--- config.mk ---
export PLATFORM = sky130hd
export DESIGN_NAME = decode_control_unit
export DESIGN_NICKNAME = d
export VERILOG_FILES = /design/src/rtl/decode_control_unit.sv
export SDC_FILE = /design/constraint.sdc
export NUM_CORES = 1
export LEC_CHECK = 0
export ABC_AREA = 1
export BUFFER_PORTS_ARGS = -buffer_cell sky130_fd_sc_hd__buf_2
export CAP_MARGIN = 20
export CORE_UTILIZATION = 50
export DETAILED_ROUTE_END_ITERATION = 8
export PLACE_DENSITY = 0.83
export RECOVER_POWER = 100
export SLEW_MARGIN = 30
export SYNTH_ARGS = -nofsm -noshare
export SYNTH_HDL_FRONTEND = slang
export SYNTH_SLANG_ARGS = --single-unit
--- constraint.sdc ---
create_clock -name clk -period 2 [get_ports clk]
set_input_delay 0.3 -clock clk [delete_from_list [all_inputs] [get_ports clk]]
set_output_delay 0.3 -clock clk [all_outputs]
set_load 0.02 [all_outputs]
--- src/rtl/decode_control_unit.sv ---
// rtl/decode_control_unit.sv - ID-stage decode, load-use hazard detection and ID/EX control register
module decode_control_unit #(
  parameter int BUBBLE_CNT_W = 16
) (
  input  logic                    clk,
  input  logic                    rst,
  input  logic [31:0]             id_instruction,
  input  logic                    id_valid,
  input  logic                    mem_stall,
  input  logic                    ex_flush,
  output logic [2:0]              imm_src,
  output logic                    stall_if,
  output logic                    stall_id,
  output logic                    ex_valid,
  output logic                    ex_reg_write,
  output logic                    ex_mem_read,
  output logic                    ex_mem_write,
  output logic                    ex_branch,
  output logic                    ex_jump,
  output logic                    ex_alu_src,
  output logic                    ex_illegal,
  output logic [1:0]              ex_result_src,
  output logic [4:0]              ex_rd,
  output logic [4:0]              ex_rs1,
  output logic [4:0]              ex_rs2,
  output logic [2:0]              ex_funct3,
  output logic [BUBBLE_CNT_W-1:0] bubble_count
);

  localparam logic [6:0] OPC_LOAD   = 7'b0000011;
  localparam logic [6:0] OPC_OPIMM  = 7'b0010011;
  localparam logic [6:0] OPC_AUIPC  = 7'b0010111;
  localparam logic [6:0] OPC_STORE  = 7'b0100011;
  localparam logic [6:0] OPC_OP     = 7'b0110011;
  localparam logic [6:0] OPC_LUI    = 7'b0110111;
  localparam logic [6:0] OPC_BRANCH = 7'b1100011;
  localparam logic [6:0] OPC_JALR   = 7'b1100111;
  localparam logic [6:0] OPC_JAL    = 7'b1101111;

  typedef struct packed {
    logic       valid;
    logic       reg_write;
    logic       mem_read;
    logic       mem_write;
    logic       branch;
    logic       jump;
    logic       alu_src;
    logic       illegal;
    logic [1:0] result_src;
    logic [4:0] rd;
    logic [4:0] rs1;
    logic [4:0] rs2;
    logic [2:0] funct3;
  } ex_ctrl_t;

  ex_ctrl_t                dec_ctrl;
  ex_ctrl_t                ex_d;
  ex_ctrl_t                ex_q;
  logic [BUBBLE_CNT_W-1:0] bubble_cnt_d;
  logic [BUBBLE_CNT_W-1:0] bubble_cnt_q;
  logic                    use_rs1;
  logic                    use_rs2;
  logic                    rs1_hit;
  logic                    rs2_hit;
  logic                    load_use;
  logic [6:0]              opcode;
  logic                    unused_funct7;

  assign opcode        = id_instruction[6:0];
  assign unused_funct7 = ^id_instruction[31:25];

  always_comb begin
    imm_src = 3'b000;
    case (opcode)
      OPC_STORE:         imm_src = 3'b001;
      OPC_BRANCH:        imm_src = 3'b010;
      OPC_LUI, OPC_AUIPC: imm_src = 3'b011;
      OPC_JAL:           imm_src = 3'b100;
      default:           imm_src = 3'b000;
    endcase
  end

  // Full 7-bit match also rejects any encoding with [1:0] != 2'b11.
  always_comb begin
    dec_ctrl        = '0;
    use_rs1         = 1'b0;
    use_rs2         = 1'b0;
    dec_ctrl.valid  = 1'b1;
    dec_ctrl.rd     = id_instruction[11:7];
    dec_ctrl.rs1    = id_instruction[19:15];
    dec_ctrl.rs2    = id_instruction[24:20];
    dec_ctrl.funct3 = id_instruction[14:12];
    case (opcode)
      OPC_OP: begin
        dec_ctrl.reg_write = 1'b1;
        use_rs1            = 1'b1;
        use_rs2            = 1'b1;
      end
      OPC_OPIMM: begin
        dec_ctrl.reg_write = 1'b1;
        dec_ctrl.alu_src   = 1'b1;
        use_rs1            = 1'b1;
      end
      OPC_LOAD: begin
        dec_ctrl.reg_write  = 1'b1;
        dec_ctrl.mem_read   = 1'b1;
        dec_ctrl.alu_src    = 1'b1;
        dec_ctrl.result_src = 2'b01;
        use_rs1             = 1'b1;
      end
      OPC_STORE: begin
        dec_ctrl.mem_write = 1'b1;
        dec_ctrl.alu_src   = 1'b1;
        use_rs1            = 1'b1;
        use_rs2            = 1'b1;
      end
      OPC_BRANCH: begin
        dec_ctrl.branch = 1'b1;
        use_rs1         = 1'b1;
        use_rs2         = 1'b1;
      end
      OPC_JAL: begin
        dec_ctrl.jump       = 1'b1;
        dec_ctrl.reg_write  = 1'b1;
        dec_ctrl.result_src = 2'b10;
      end
      OPC_JALR: begin
        dec_ctrl.jump       = 1'b1;
        dec_ctrl.reg_write  = 1'b1;
        dec_ctrl.alu_src    = 1'b1;
        dec_ctrl.result_src = 2'b10;
        use_rs1             = 1'b1;
      end
      OPC_LUI, OPC_AUIPC: begin
        dec_ctrl.reg_write = 1'b1;
        dec_ctrl.alu_src   = 1'b1;
      end
      default: dec_ctrl.illegal = 1'b1;
    endcase
    if (dec_ctrl.rd == 5'd0) begin
      dec_ctrl.reg_write = 1'b0;
    end
  end

  assign rs1_hit  = use_rs1 && (ex_q.rd == dec_ctrl.rs1);
  assign rs2_hit  = use_rs2 && (ex_q.rd == dec_ctrl.rs2);
  assign load_use = id_valid && ex_q.valid && ex_q.mem_read && (ex_q.rd != 5'd0) && (rs1_hit || rs2_hit);

  // A flush discards the ID instruction anyway, so it never needs to be held.
  assign stall_if = !rst && (mem_stall || (!ex_flush && load_use));
  assign stall_id = stall_if;

  always_comb begin
    ex_d         = ex_q;
    bubble_cnt_d = bubble_cnt_q;
    if (!mem_stall) begin
      if (ex_flush || load_use || !id_valid) begin
        ex_d = '0;
      end else begin
        ex_d = dec_ctrl;
      end
      if (!ex_flush && load_use && (bubble_cnt_q != '1)) begin
        bubble_cnt_d = bubble_cnt_q + BUBBLE_CNT_W'(1);
      end
    end
  end

  always_ff @(posedge clk) begin
    if (rst) begin
      ex_q         <= '0;
      bubble_cnt_q <= '0;
    end else begin
      ex_q         <= ex_d;
      bubble_cnt_q <= bubble_cnt_d;
    end
  end

  assign ex_valid      = ex_q.valid;
  assign ex_reg_write  = ex_q.reg_write;
  assign ex_mem_read   = ex_q.mem_read;
  assign ex_mem_write  = ex_q.mem_write;
  assign ex_branch     = ex_q.branch;
  assign ex_jump       = ex_q.jump;
  assign ex_alu_src    = ex_q.alu_src;
  assign ex_illegal    = ex_q.illegal;
  assign ex_result_src = ex_q.result_src;
  assign ex_rd         = ex_q.rd;
  assign ex_rs1        = ex_q.rs1;
  assign ex_rs2        = ex_q.rs2;
  assign ex_funct3     = ex_q.funct3;
  assign bubble_count  = bubble_cnt_q;

endmodule
# Yosys cells after proc, flatten, opt, wreduce, memory -nomap -nowiden
# Cells that the tools add are included.
[classes]
n_eq_ne = 12
reduce_logical = 26
n_bitwise = 1
n_mux = 13
n_addsub = 1
[ops]
columns = ["cell", "n"]
rows = [
  ["$mux W28", 1],
  ["$eq A7 B6 Y1 const B", 3],
  ["$eq A7 B7 Y1 const B", 3],
  ["$add A16 B1 Y16 const B", 1],
  ["$ne A16 B16 Y1 const B", 1],
  ["$eq A7 B5 Y1 const B", 2],
  ["$pmux W3 S4", 1],
  ["$reduce_or A6 Y1", 2],
  ["$eq A5 B5 Y1", 2],
  ["$mux W1", 10],
  ["$logic_and A1 B1 Y1", 9],
  ["$reduce_or A9 Y1", 1],
  ["$eq A7 B2 Y1 const B", 1],
  ["$reduce_or A7 Y1", 1],
  ["$logic_not A5 Y1", 1],
  ["$reduce_bool A5 Y1", 1],
  ["$logic_or A1 B1 Y1", 4],
  ["$pmux W2 S2", 1],
  ["$reduce_or A2 Y1", 2],
  ["$logic_not A1 Y1", 3],
  ["$reduce_or A3 Y1", 1],
  ["$reduce_and A2 Y1", 1],
  ["$not A1 Y1", 1],
]
[word_totals]
ff_bits = 44
inputBits = 37
out_inout_bits = 49
word_cells = 67

# Logic depth before layout (Yosys ltp)
[depth]
depth_word = 9
mapped_depth = 14
ltp_nobuf = 13

# Worst setup path after synthesis
# Ideal clock, no wire load.
[synth_path]
path_kind = "reg2out"
startpoint = "register ex_q (netlist bit ex_rd[1])"
endpoint = "output port stall_if"
n_path_buf = 1
setup_slack_ns = -0.044
stages_incl_launch_ff = 12
t_arrival_ns = 1.744
path_cell_list = "dfxtp_1 -> inv_2 -> nand2_1 -> nand2_1 -> nor2_1 -> nand2_1 -> nor2_1 -> nand2_1 -> nand2_4 -> nand3_4 -> a21oi_1 -> buf_4"
[synth_between]
elab_chain_len = 7
[synth_lines]
columns = ["element", "line", "text"]
rows = [
  ["start: declaration", "58", "ex_ctrl_t ex_q;"],
  ["start signal: assignment", "170", "ex_q <= '0;"],
  ["start signal: assignment", "173", "ex_q <= ex_d;"],
  ["$eq A5 B5 Y1, on equally long branches", "145, 146", ""],
  ["$logic_and A1 B1 Y1, on equally long branches", "145, 146", ""],
  ["$logic_or A1 B1 Y1", "147", "assign load_use = id_valid && ex_q.valid && ex_q.mem_read && (ex_q.rd != 5'd0) && (rs1_hit || rs2_hit);"],
  ["$logic_and A1 B1 Y1 (*)", "147", ""],
  ["$logic_and A1 B1 Y1 (*)", "150", "assign stall_if = !rst && (mem_stall || (!ex_flush && load_use));"],
  ["$logic_or A1 B1 Y1 (*)", "150", ""],
  ["$logic_and A1 B1 Y1 (*)", "150", ""],
  ["end: declaration", "12", "output logic stall_if,"],
]
# Every way passes the cells marked *; elsewhere a longest branch is shown, timed or not.

# Worst setup path after layout
[layout_path]
startpoint = "register ex_q (netlist bit ex_rd[2])"
endpoint = "output port stall_id"
[layout_between]
elab_chain_len = 7
[layout_lines]
columns = ["element", "line", "text"]
rows = [
  ["$eq A5 B5 Y1, on equally long branches", "145, 146", ""],
  ["$logic_and A1 B1 Y1, on equally long branches", "145, 146", ""],
  ["$logic_or A1 B1 Y1", "147", ""],
  ["$logic_and A1 B1 Y1 (*)", "147", ""],
  ["$logic_and A1 B1 Y1 (*)", "150", ""],
  ["$logic_or A1 B1 Y1 (*)", "150", ""],
  ["$logic_and A1 B1 Y1 (*)", "150", ""],
  ["end: declaration", "13", "output logic stall_id,"],
]
# Marks and branches as above.

==> summary.md <==
| Metric | Value |
|---|---|
| Leak | 0.00137 µW |
| Setup violations, final | 2 |
| Clock root buffer | clkbuf_8 |
| Worst Setup SP | ex_rd[2] |
| Total CTS buffers | 5 |
| Largest net degree at the start of global routing | 38 |
| CTS Buffer Depth | 2 |
| Syn Inst Count | 364 |
| Starting Density | approximately 53% |
| Post-DRT Antenna Nets | 0 |
| Dpl cell area | ~2900 µm² |
| Reg2reg path depth | 11 |
| Final period utilization | 100% |
| Vias in the first global route | about 2.4k |
| Initial antenna violation count | 0 |
| PD cells | 606 nW/µm² |
| Final hold violation count | 0 |
| Total Routing Usage GR | 25.2% |
| Fill cells | 385 |
| Ant diodes | 0 |
| CTS Sinks | 44 |
| Setup WS post-layout | -0.00368 ns |
| Worst setup endpoint | stall_id |
| Yosys cell types | 30 |
| Congestion Overflow GR | 0 |
| DRT Pass-1 Iters | 4 |
| Worst-path cell chain | buf_4 > xor2_1 > nor2_1 > nand2_1 > nand2_4 > nand3_4 > a21oi_4 > buf_6 |
| TritonCTS clock tree | done |
| Register area share after synthesis | 36.6% |
| Nets | 486 |
| Ys Warns | 0 |
| Htree depth | 2 |
| FF-to-FF setup slack | 0.16 ns |
| Critical Path RT | 1.70 ns |
| Hold-fix buffers at CTS | 0 |
| Layout cells sized above 1 | 24.1% |
| Fin Clk Skew | 0.00901 ns |
| First-pass GRT wire length | 10.4 mm |
| Dpl hpwl | 4.24 mm |
| Post-DR wirelength/cell | about 12 µm |
| Total number of vias | 2600 |
| Detailed Route WL | 6.09 mm |
| Cell area after layout | 3070 µm² |
| Initial DRC count | 209 |
| Reg2reg end | bubble_count[6] |
| Mean Syn Cell Area | around 6.6 µm² |
| Die area | 5100 µm² |
| Synth Cell Area | between 2000 and 2500 µm² |
| Relative slew slack | 65.4% |
| Final core utilization | around 70% |
| Crit path kind | reg -> out |
| Post-route DRC | 0 |
| Peak VDD IR | 0.395 mV |
| Row cnt | 24 |
| Worst stage delay on the critical path | 0.37 ns |
| Routability cong. | 0.910 |
| Clock-pin slew on the worst setup and hold paths | roughly 0.080 ns |
| Chip height | 71.4 µm |
| Worst-Margin Slew | 0.518 ns |
| Run status | finished with violations |
| Area growth syn-to-layout | 27.6% |
| Clk_lat worst skew | around 0.29 ns |
| Violations in the final reports | setup timing |
| Max stage delay cell, worst path | dfxtp_4 |
| Via/cell ratio | 5.20 |
| CP arrival | 1.70 ns |
| RR Startpoint | bubble_count[1] |
| I/O Buffers | 78 |
| Core box area | 4500 µm² |
| CP Max Fanout | 5 |
| Ports | 86 |
| Max-Cap Viols | 0 |
| Startpoint Class | register |
| #FFs+latches synth | 44 |
| Unrepaired setup endpoints after global routing | yes |
| Die W | 71.4 µm |
| F_max | around 500 MHz |
| Worst hold path class | in -> reg |
| Mapped Nets | 402 |
| Dpl ws | between 0.1 and 0.15 ns |
| Final Max Tran Viols | 0 |
| Period minus WS final | 2.00 ns |
| Endpoint type of the worst setup path | output port |
[cells by family (layout without fill, tap and decap cells)]
logic type / count (synthesis) / in the layout / share of synthesized area (%)
xor gates and xnor gates: 9 / 9 / 3.27
and+or+nand+nor: 207 / 207 / 39.6
DFF: 44 / 44 / 36.6
adders and majority gates: 1 / 1 / 0.519
buffers and inverters: 55 / 139 / 9.19
AOI/OAI and AO/OA: 48 / 48 / 10.9
[registers in the layout (all words and copies together) (netlist names), 2 cells and up]
signal         cells
bubble_count      16
ex_rd              5
ex_rs1             5
ex_rs2             5
ex_funct3          3
ex_result_src      2
[worst max-delay path: cells and delay by family, from the launching register on]
family	cells	cell delay, ns
XOR/XNOR	1	0.15
buffers and inverters	2	0.28
AO/OA/AOI/OAI	1	0.19
AND/OR/NAND/NOR	4	0.42
flip-flops	1	0.37
[layer usage]
layer,vias to the layer above,GRT usage [%],routed length [µm]
met4,0,5.11,26
met5,-,0,0
met1,1170,32.3,2720
li1,1335,-,-
met2,93,43.4,2910
met3,2,5.91,426
[what timing repair did]
action | in CTS | in global routing
endpoints found under the setup margin | 2 | 13
buffers inserted | 5 | 4
pin swaps | 4 | 10
gates resized for setup | 11 | 6
[worst min-delay path by stage]
stage | slack, ns | endpoint | startpoint | cells past startpoint
2_1_floorplan | 0.46 | ex_funct3[2] | id_instruction[14] | 2
3_3_place_gp | 0.45 | ex_rs1[0] | ex_rs1[0] | 2
3_5_place_dp | 0.45 | ex_branch | ex_branch | 2
4_1_cts | 0.26 | ex_rd[3] | id_instruction[10] | 3
5_1_grt | 0.26 | ex_rd[3] | id_instruction[10] | 3
6_report | 0.27 | ex_rd[3] | id_instruction[10] | 3
[where the power goes]
group	internal (µW)	switching [µW]
registers	885	7.78
logic	66.4	119
clock network	492	293
[synthesized netlist by cell type]
cell,n,area (µm²)
a21o_1,1,7.51
a21oi_1,36,180
a32oi_1,1,8.76
buf_2,3,15.0
buf_4,1,7.51
buf_6,1,11.3
clkbuf_1,11,41.3
dfxtp_1,44,881
ha_1,1,12.5
inv_1,30,113
inv_2,9,33.8
nand2_1,90,338
nand2_2,1,6.26
nand2_4,1,11.3
nand3_1,38,190
nand3_2,2,20.0
nand3_4,1,17.5
nand4_1,8,50.1
nand4_2,2,25.0
nand4_4,1,21.3
nor2_1,52,195
nor2_2,2,12.5
nor2_4,3,33.8
nor3_1,4,20.0
o21ai_0,4,20.0
o21bai_1,5,37.5
o2bb2ai_1,1,8.76
or2_1,2,12.5
xnor2_1,3,26.3
xor2_1,6,52.6
[layout by cell type, fill, tap and decap left out, types with 2 or more instances in the layout]
cell	count
nor2_4	4
buf_6	2
nor2_2	2
inv_1	30
buf_2	51
nor2_1	51
nand3_1	38
a21oi_1	35
buf_4	13
o21ai_0	4
clkbuf_1	25
nor3_1	4
nand4_1	8
xnor2_1	3
dfxtp_2	5
nand2_2	3
nand3_2	2
dfxtp_1	38
xor2_1	6
inv_2	9
nand2_1	88
clkbuf_8	5
or2_1	2
o21bai_1	5
bufinv_16	2
nand4_2	2
buf_12	2
[area by class of cell]
cell class	instances	area (µm²)	area share, %
clock inverter	2	60.1	1.95
timing repair buffer	93	509	16.6
sequential	44	891	29.0
clock buffer	5	68.8	2.24
multi-input combinational	265	1330	43.4
tap	52	65.1	2.12
inverter	39	146	4.76
[per-stage QoR]
step / total power (µW) / cells / setup TNS [ns] / hold slack (ns)
final: 1860 / 500 / -0.00495 / 0.267
after global routing: 1940 / 500 / -0.207 / 0.260
after CTS: 1870 / 496 / 0 / 0.260
after detailed placement: 1090 / 484 / 0 / 0.453
after global placement: 1090 / 484 / 0 / 0.450
after floorplan: 1020 / 364 / 0 / 0.461
No activity file was read; power rests on OpenSTA's default activity.
